[config.mk]
export PLATFORM = sky130hd
export DESIGN_NAME = id_ex_alu_feed
export DESIGN_NICKNAME = d
export VERILOG_FILES = /design/src/rtl/id_ex_alu_feed_pkg.sv /design/src/rtl/id_ex_alu_feed_alu_ctrl_decode.sv /design/src/rtl/id_ex_alu_feed.sv
export SDC_FILE = /design/constraint.sdc
export NUM_CORES = 1
export LEC_CHECK = 0
export ABC_AREA = 1
export CAP_MARGIN = 20
export CORE_MARGIN = 5
export CORE_UTILIZATION = 45
export CTS_CLUSTER_DIAMETER = 120
export DETAILED_ROUTE_END_ITERATION = 6
export GPL_TIMING_DRIVEN = 0
export PLACE_DENSITY = 0.93
export SYNTH_ARGS = -nofsm -noshare
export SYNTH_HDL_FRONTEND = slang
export SYNTH_SLANG_ARGS = --single-unit
[constraint.sdc]
create_clock -name clk -period 4.95 [get_ports clk]
set_input_delay 0.99 -clock clk [delete_from_list [all_inputs] [get_ports clk]]
set_output_delay 0.99 -clock clk [all_outputs]
set_load 0.02 [all_outputs]
[src/rtl/id_ex_alu_feed_pkg.sv]
// id_ex_alu_feed_pkg: shared ALU control codes, alu_op encodings and R-type funct values
package id_ex_alu_feed_pkg;
  localparam logic [3:0] ALU_ADD  = 4'b0000;
  localparam logic [3:0] ALU_SUB  = 4'b0001;
  localparam logic [3:0] ALU_NOT  = 4'b0010;
  localparam logic [3:0] ALU_SLL  = 4'b0011;
  localparam logic [3:0] ALU_SRL  = 4'b0100;
  localparam logic [3:0] ALU_AND  = 4'b0101;
  localparam logic [3:0] ALU_OR   = 4'b0110;
  localparam logic [3:0] ALU_SLT  = 4'b0111;
  localparam logic [3:0] ALU_NONE = 4'b1111;
  typedef enum logic [1:0] {
    OP_ADD   = 2'b00,
    OP_SUB   = 2'b01,
    OP_RTYPE = 2'b10,
    OP_OR    = 2'b11
  } alu_op_e;
  localparam logic [5:0] F_ADD = 6'h20;
  localparam logic [5:0] F_SUB = 6'h22;
  localparam logic [5:0] F_NOT = 6'h27;
  localparam logic [5:0] F_SLL = 6'h00;
  localparam logic [5:0] F_SRL = 6'h02;
  localparam logic [5:0] F_AND = 6'h24;
  localparam logic [5:0] F_OR  = 6'h25;
  localparam logic [5:0] F_SLT = 6'h2A;
endpackage

[src/rtl/id_ex_alu_feed_alu_ctrl_decode.sv]
// alu_ctrl_decode: combinational alu_op/funct to 4-bit ALU control code
// Ports: alu_op (2) and funct (6) in; alu_cnt (4) out, ALU_NONE for unknown R-type funct.
module alu_ctrl_decode
  import id_ex_alu_feed_pkg::*;
(
  input  logic [1:0] alu_op,
  input  logic [5:0] funct,
  output logic [3:0] alu_cnt
);
  logic [3:0] w_rtype;
  always_comb begin
    w_rtype = funct == F_ADD ? ALU_ADD :
              funct == F_SUB ? ALU_SUB :
              funct == F_NOT ? ALU_NOT :
              funct == F_SLL ? ALU_SLL :
              funct == F_SRL ? ALU_SRL :
              funct == F_AND ? ALU_AND :
              funct == F_OR  ? ALU_OR  :
              funct == F_SLT ? ALU_SLT : ALU_NONE;
    alu_cnt = alu_op == OP_ADD ? ALU_ADD :
              alu_op == OP_SUB ? ALU_SUB :
              alu_op == OP_OR  ? ALU_OR  : w_rtype;
  end
endmodule

[src/rtl/id_ex_alu_feed.sv]
// id_ex_alu_feed: ID/EX register stage with ALU control decode and EX/MEM, MEM/WB operand forwarding
// Ports: clk/rst (sync, active-high); stall holds, flush inserts a bubble (flush wins);
//   id_* decoded instruction in; exm_*/mwb_* later-stage writeback info for forwarding;
//   ex_valid, alu_cnt, alu_in1/alu_in2, alu_shamt, ex_store_data, ex_rd, ex_* controls out.
module id_ex_alu_feed
  import id_ex_alu_feed_pkg::*;
#(
  parameter int DATA_W = 32,
  parameter int REG_AW = 5
) (
  input  logic              clk,
  input  logic              rst,
  input  logic              stall,
  input  logic              flush,
  input  logic              id_valid,
  input  logic [1:0]        id_alu_op,
  input  logic [5:0]        id_funct,
  input  logic              id_alu_src,
  input  logic [REG_AW-1:0] id_rs,
  input  logic [REG_AW-1:0] id_rt,
  input  logic [REG_AW-1:0] id_rd,
  input  logic [DATA_W-1:0] id_rs_val,
  input  logic [DATA_W-1:0] id_rt_val,
  input  logic [DATA_W-1:0] id_imm,
  input  logic [4:0]        id_shamt,
  input  logic              id_reg_write,
  input  logic              id_mem_read,
  input  logic              id_mem_write,
  input  logic              id_mem_to_reg,
  input  logic              exm_reg_write,
  input  logic [REG_AW-1:0] exm_rd,
  input  logic [DATA_W-1:0] exm_result,
  input  logic              mwb_reg_write,
  input  logic [REG_AW-1:0] mwb_rd,
  input  logic [DATA_W-1:0] mwb_result,
  output logic              ex_valid,
  output logic [3:0]        alu_cnt,
  output logic [DATA_W-1:0] alu_in1,
  output logic [DATA_W-1:0] alu_in2,
  output logic [4:0]        alu_shamt,
  output logic [DATA_W-1:0] ex_store_data,
  output logic [REG_AW-1:0] ex_rd,
  output logic              ex_reg_write,
  output logic              ex_mem_read,
  output logic              ex_mem_write,
  output logic              ex_mem_to_reg
);
  logic [3:0]        w_cnt;
  logic              w_bubble;
  logic [DATA_W-1:0] w_fwd_rs;
  logic [DATA_W-1:0] w_fwd_rt;
  logic              r_valid;
  logic [3:0]        r_cnt;
  logic [3:0]        r_ctrl;
  logic              r_alu_src;
  logic [REG_AW-1:0] r_rs;
  logic [REG_AW-1:0] r_rt;
  logic [REG_AW-1:0] r_rd;
  logic [DATA_W-1:0] r_rs_val;
  logic [DATA_W-1:0] r_rt_val;
  logic [DATA_W-1:0] r_imm;
  logic [4:0]        r_shamt;
  alu_ctrl_decode u_dec (
    .alu_op (id_alu_op),
    .funct  (id_funct),
    .alu_cnt(w_cnt)
  );
  assign w_bubble = flush | ~id_valid;
  // Data fields load even on a bubble; only valid, controls and alu_cnt must be cleared.
  always_ff @(posedge clk) begin
    if (rst) begin
      r_valid   <= 1'b0;
      r_cnt     <= ALU_ADD;
      r_ctrl    <= '0;
      r_alu_src <= 1'b0;
      r_rs      <= '0;
      r_rt      <= '0;
      r_rd      <= '0;
      r_rs_val  <= '0;
      r_rt_val  <= '0;
      r_imm     <= '0;
      r_shamt   <= '0;
    end else if (flush | ~stall) begin
      r_valid   <= ~w_bubble;
      r_cnt     <= w_bubble ? ALU_ADD : w_cnt;
      r_ctrl    <= w_bubble ? 4'b0000 : {id_reg_write, id_mem_read, id_mem_write, id_mem_to_reg};
      r_alu_src <= id_alu_src;
      r_rs      <= id_rs;
      r_rt      <= id_rt;
      r_rd      <= id_rd;
      r_rs_val  <= id_rs_val;
      r_rt_val  <= id_rt_val;
      r_imm     <= id_imm;
      r_shamt   <= id_shamt;
    end
  end
  // Youngest producer (EX/MEM) wins; register 0 is hardwired and never forwarded.
  always_comb begin
    w_fwd_rs = exm_reg_write && exm_rd != '0 && exm_rd == r_rs ? exm_result :
               mwb_reg_write && mwb_rd != '0 && mwb_rd == r_rs ? mwb_result : r_rs_val;
    w_fwd_rt = exm_reg_write && exm_rd != '0 && exm_rd == r_rt ? exm_result :
               mwb_reg_write && mwb_rd != '0 && mwb_rd == r_rt ? mwb_result : r_rt_val;
  end
  assign ex_valid      = r_valid;
  assign alu_cnt       = r_cnt;
  assign alu_in1       = w_fwd_rs;
  assign alu_in2       = r_alu_src ? r_imm : w_fwd_rt;
  assign ex_store_data = w_fwd_rt;
  assign alu_shamt     = r_shamt;
  assign ex_rd         = r_rd;
  assign {ex_reg_write, ex_mem_read, ex_mem_write, ex_mem_to_reg} = r_ctrl;
endmodule
# Word level (Yosys, flattened, before mapping)
# Index checks and enable logic that the tools add are counted.
# totals
register_bits	126
in_bits	210
# op_classes
n_eq_ne	13
muxes	18
n_bitwise	5
reduce_logical	10
# op_table
cell	count
$mux W32	5
$mux W4	13
$eq A6 B6 Y1 const B	6
$eq A5 B5 Y1	4
$reduce_bool A5 Y1	2
$eq A6 B2 Y1 const B	1
$logic_and A1 B1 Y1	6
$logic_not A6 Y1	1
$not A1 Y1	3
$eq A2 B1 Y1 const B	1
$eq A2 B2 Y1 const B	1
$logic_not A2 Y1	1
$or A1 B1 Y1	2

# Longest topological paths before layout
# logic_depth
depth_word	13
ltp_mapped	11
depth_no_buf	10

# Modules after synthesis
# Synthesis repeated with hierarchy kept, for this count alone.
# unflattened
cells_unflattened	1105
hier_area_um2	7149.4
# modules_own_cells
module	instances	cells_per_inst	area_per_inst_um2	seq_area_each_um2
id_ex_alu_feed	1	1059	6937.9	2522.4
alu_ctrl_decode	1	46	211.5	0.0

# Least setup slack after synthesis
# Ideal clock, no wire load.
# synth_path
kind	input to output
from	input port exm_rd[0]
to	output port alu_in1[10]
arrival_time_ps	2022
required_ps	3960
setup_slack_ps	1938
cell_stages	8
path_buffers	1
path_cell_list	xnor2_1 -> nand2_1 -> nor3_2 -> nand2_2 -> inv_2 -> clkbuf_1 -> nand2_1 -> nand2_1
# synth_between
elab_chain_len	4
elab_cells_between_ends	5
cone_classes	1 x eq/ne; 1 x mux; 3 x reduce/logical
# synth_lines
element	line	text
from (decl)	id_ex_alu_feed.sv:31	input logic [REG_AW-1:0] exm_rd,
$reduce_bool A5 Y1	id_ex_alu_feed.sv:99	w_fwd_rs = exm_reg_write && exm_rd != '0 && exm_rd == r_rs ? exm_result :
$logic_and A1 B1 Y1	id_ex_alu_feed.sv:99	
$logic_and A1 B1 Y1 *	id_ex_alu_feed.sv:99	
$mux W32 *	id_ex_alu_feed.sv:99	
to (decl)	id_ex_alu_feed.sv:38	output logic [DATA_W-1:0] alu_in1,
# Every way passes the cells marked *; elsewhere a longest branch is shown, timed or not.

# Worst setup path after layout
# layout_path
from	input port mwb_rd[4]
to	output port alu_in2[3]
# layout_between
elab_chain_len	6
elab_cells_between_ends	7
cone_classes	1 x eq/ne; 3 x mux; 3 x reduce/logical
# layout_lines
element	line	text
from (decl)	id_ex_alu_feed.sv:34	input logic [REG_AW-1:0] mwb_rd,
$reduce_bool A5 Y1	id_ex_alu_feed.sv:102	mwb_reg_write && mwb_rd != '0 && mwb_rd == r_rt ? mwb_result : r_rt_val;
$logic_and A1 B1 Y1	id_ex_alu_feed.sv:102	
$logic_and A1 B1 Y1 *	id_ex_alu_feed.sv:102	
$mux W32 *	id_ex_alu_feed.sv:102	
$mux W32 *	id_ex_alu_feed.sv:101	w_fwd_rt = exm_reg_write && exm_rd != '0 && exm_rd == r_rt ? exm_result :
$mux W32 *	id_ex_alu_feed.sv:107	assign alu_in2 = r_alu_src ? r_imm : w_fwd_rt;
to (decl)	id_ex_alu_feed.sv:39	output logic [DATA_W-1:0] alu_in2,
# Marks and branches as above.

==> run_results.csv <==
group,metric,value,unit
pwr,p_per_area,294.7,mW/mm²
setup_path,path_cells,"clkdlybuf4s50_1 -> xor2_1 -> nor2_1 -> nand2_1 -> buf_2 -> nand2_1 -> nand3_1 -> nand3_1 -> nand2_1 -> clkdlybuf4s50_1",
cts,cts_tree,"yes",
global_route,antenna_found_initial,0,
setup_path,crit_arrival,3.67,ns
timing,fin_crit_sh,0.9405,
finish,postLayoutCoreUtil,0.7334,
global_route,grt_usage,0.3198,
finish,stdcell_area,0.01123,mm²
timing,clock.fmax,214.8,MHz
global_route,grt_pass1_wl,45710,µm
finish,antennaDiodeCount,0,
setup_path,cp-end-kind,"output pin",
place,dpl_worst_slack,0.3168,ns
cts,cts.sinks,126,
cts,post-cts-setup-buffers,0,
drt,drc,0,
global_route,gr-total-overflow,0,
timing,holdWs,0.4635,ns
cts,cts_buffer_depth,2,
finish,final_cell_mix,"392 x nand2_1, 323 x clkdlybuf4s50_1, 137 x nand3_1",
drt,vias_per_cell,5.463,
die,ioPinCount,325,
timing,maxSlewHeadroom,0.5367,
min_path,min-delay-path-class,"reg -> reg",
setup_path,cp_slowest_cell,"clkdlybuf4s50_1",
die,die_area,0.01837,mm²
setup_path,max_stage_delay,0.55,ns
timing,setup_violations,0,
job,cap_violations,0,
die,die_w,135.5,µm
synthesis,synth_area,0.007092,mm²
finish,drive_gt1_frac,0.04910,
cts,ctsHoldBuffers,0,
drt,drtIter0Drc,776,
setup_path,worst-setup-path-type,"in -> out",
setup_path,startpoint_type,"input port",
setup_path,crit_family,"buffers and inverters",
drt,routed_wl,30730,µm
synthesis,avgSynthCellArea,6.500,µm²
synthesis,ys_seq_area_frac,0.3557,
timing,worst_slack,0.2947,ns
die,die_h,135.5,µm
cts,numCtsBuffers,17,
pwr,p_leak,4.781,nW
place,io_buffers,323,
finish,final_common_cell,"nand2_1",
cts,clk_latency,0.42,ns
synthesis,synth-main-ff-cell,"dfxtp_1",
synthesis,synth_edf_count,0,
global_route,grt_max_degree,17,
die,num_rows,45,
timing,rsz0062_at_grt,"no",
timing,finalHoldViolCount,0,
finish,area_growth,58.38,%
timing,finalCriticalPeriod,4.655,ns
timing,worst_clock_skew,0,ns
setup_path,worstPathMaxFanout,10,
cts,clkTransAtPathRegs,0.06,ns
setup_path,crit_buf_inv,3,
synthesis,synth_nets,1301,
synthesis,yosys_warnings,0,
synthesis,ys_ff_latch,126,
pwr,ir_worst_vdd,0.2094,mV
synthesis,netlist_instances,1091,
timing,drv_slew,0,
timing,worst_pin_slew,0.6924,ns
cts,post_cts_resized,0,
synthesis,synth_cell_types,24,
pwr,total_power,3.310,mW
place,dpl.hpwl,23320,µm
finish,final_cells,1657,
setup_path,critical_path.most_common_cell,"nand2_1",
place,place_congestion,0.9348,
timing,tns,0,ns
place,dp.cells,1625,
finish,fin_nets,1643,
outcome,status,"completed",
drt,routedWlPerCell,18.54,µm
place,place_area,0.01059,mm²
cts,ctsHtreeMaxLevel,4,
synthesis,async_reset_ff_frac,0,
die,initial_utilization,0.4631,
setup_path,worstPathRequired,3.96,ns
drt,vias,9052,
drt,dr.pass1.iters,5,
global_route,grt_pass1_vias,8843,
cts,root_buffer,"clkbuf_16",
drt,ant_nets,0,
die,core_area,0.01531,mm²
## Yosys cell counts, drive strengths merged (4+ instances only)
| library cell | n | share of area |
|---|---|---|
| a211oi | 35 | 0.037 |
| a21oi | 92 | 0.065 |
| and2 | 32 | 0.028 |
| buf | 35 | 0.026 |
| clkbuf | 44 | 0.023 |
| dfxtp | 126 | 0.36 |
| inv | 48 | 0.025 |
| nand2 | 395 | 0.21 |
| nand3 | 137 | 0.097 |
| nand3b | 65 | 0.069 |
| nor2 | 54 | 0.030 |
| o21ai | 4 | 0.0034 |
| xnor2 | 7 | 0.0086 |
| xor2 | 11 | 0.014 |
## state kept, by name (all words and copies together), names as in the netlist, 4 cells and up
| name | flops |
|---|---|
| alu_cnt | 4 |
| alu_shamt | 5 |
| ex_rd | 5 |
| r_ctrl | 4 |
| r_imm | 32 |
| r_rs | 5 |
| r_rs_val | 32 |
| r_rt | 5 |
| r_rt_val | 32 |
## cell families (layout without fill, tap and decap cells)
| kind of cell | count (synthesis) | in the layout | synth area share |
|---|---|---|---|
| and+or+nand+nor | 689 | 689 | 0.4420 |
| AOI/OAI and AO/OA | 131 | 131 | 0.1053 |
| buffers and inverters | 127 | 482 | 0.07481 |
| DFF | 126 | 126 | 0.3557 |
| xor gates and xnor gates | 18 | 18 | 0.02223 |
## metal layers
metal  track usage  up-vias  wire length, µm
met5             0        -                0
met1        0.3697     4166            11640
met3       0.09361       91             3226
li1              -     4253                -
met2        0.5368      542            14620
met4        0.1641        0             1244
## worst register-to-register path, delay by kind of cell, from the launching register on
| family | cells | cell delay [ns] |
|---|---|---|
| flops | 1 | 0.31 |
| compound gates | 1 | 0.30 |
| buf+inv | 2 | 0.64 |
## layout make-up
| type | count | area, µm² |
|---|---|---|
| flip-flops and latches | 126 | 2522 |
| clock inverters | 10 | 158.9 |
| plain buffers | 79 | 350.3 |
| fillers | 1260 | 4083 |
| inverters | 48 | 180.2 |
| repair buffers | 323 | 3233 |
| clock buffers | 22 | 484.2 |
| well taps | 211 | 264.0 |
| multi-input cells | 838 | 4039 |
## power breakdown
group          internal, mW  total [mW]  switching [mW]
logic                 0.397       0.840           0.443
registers              1.08        1.11          0.0321
clock network         0.894        1.36           0.464
total                  2.37        3.31           0.940
## final timing paths
kind | cells after the start | startpoint | slack (ns) | end
worst max-delay path | 10 | mwb_rd[4] | 0.29 | alu_in2[3]
worst min-delay path | 2 | r_imm[3] | 0.46 | r_imm[3]
worst max register to register | 3 | r_alu_src | 3.61 | r_alu_src
worst min register to register | 2 | r_imm[3] | 0.46 | r_imm[3]
Power figures use the tool's default switching activity.
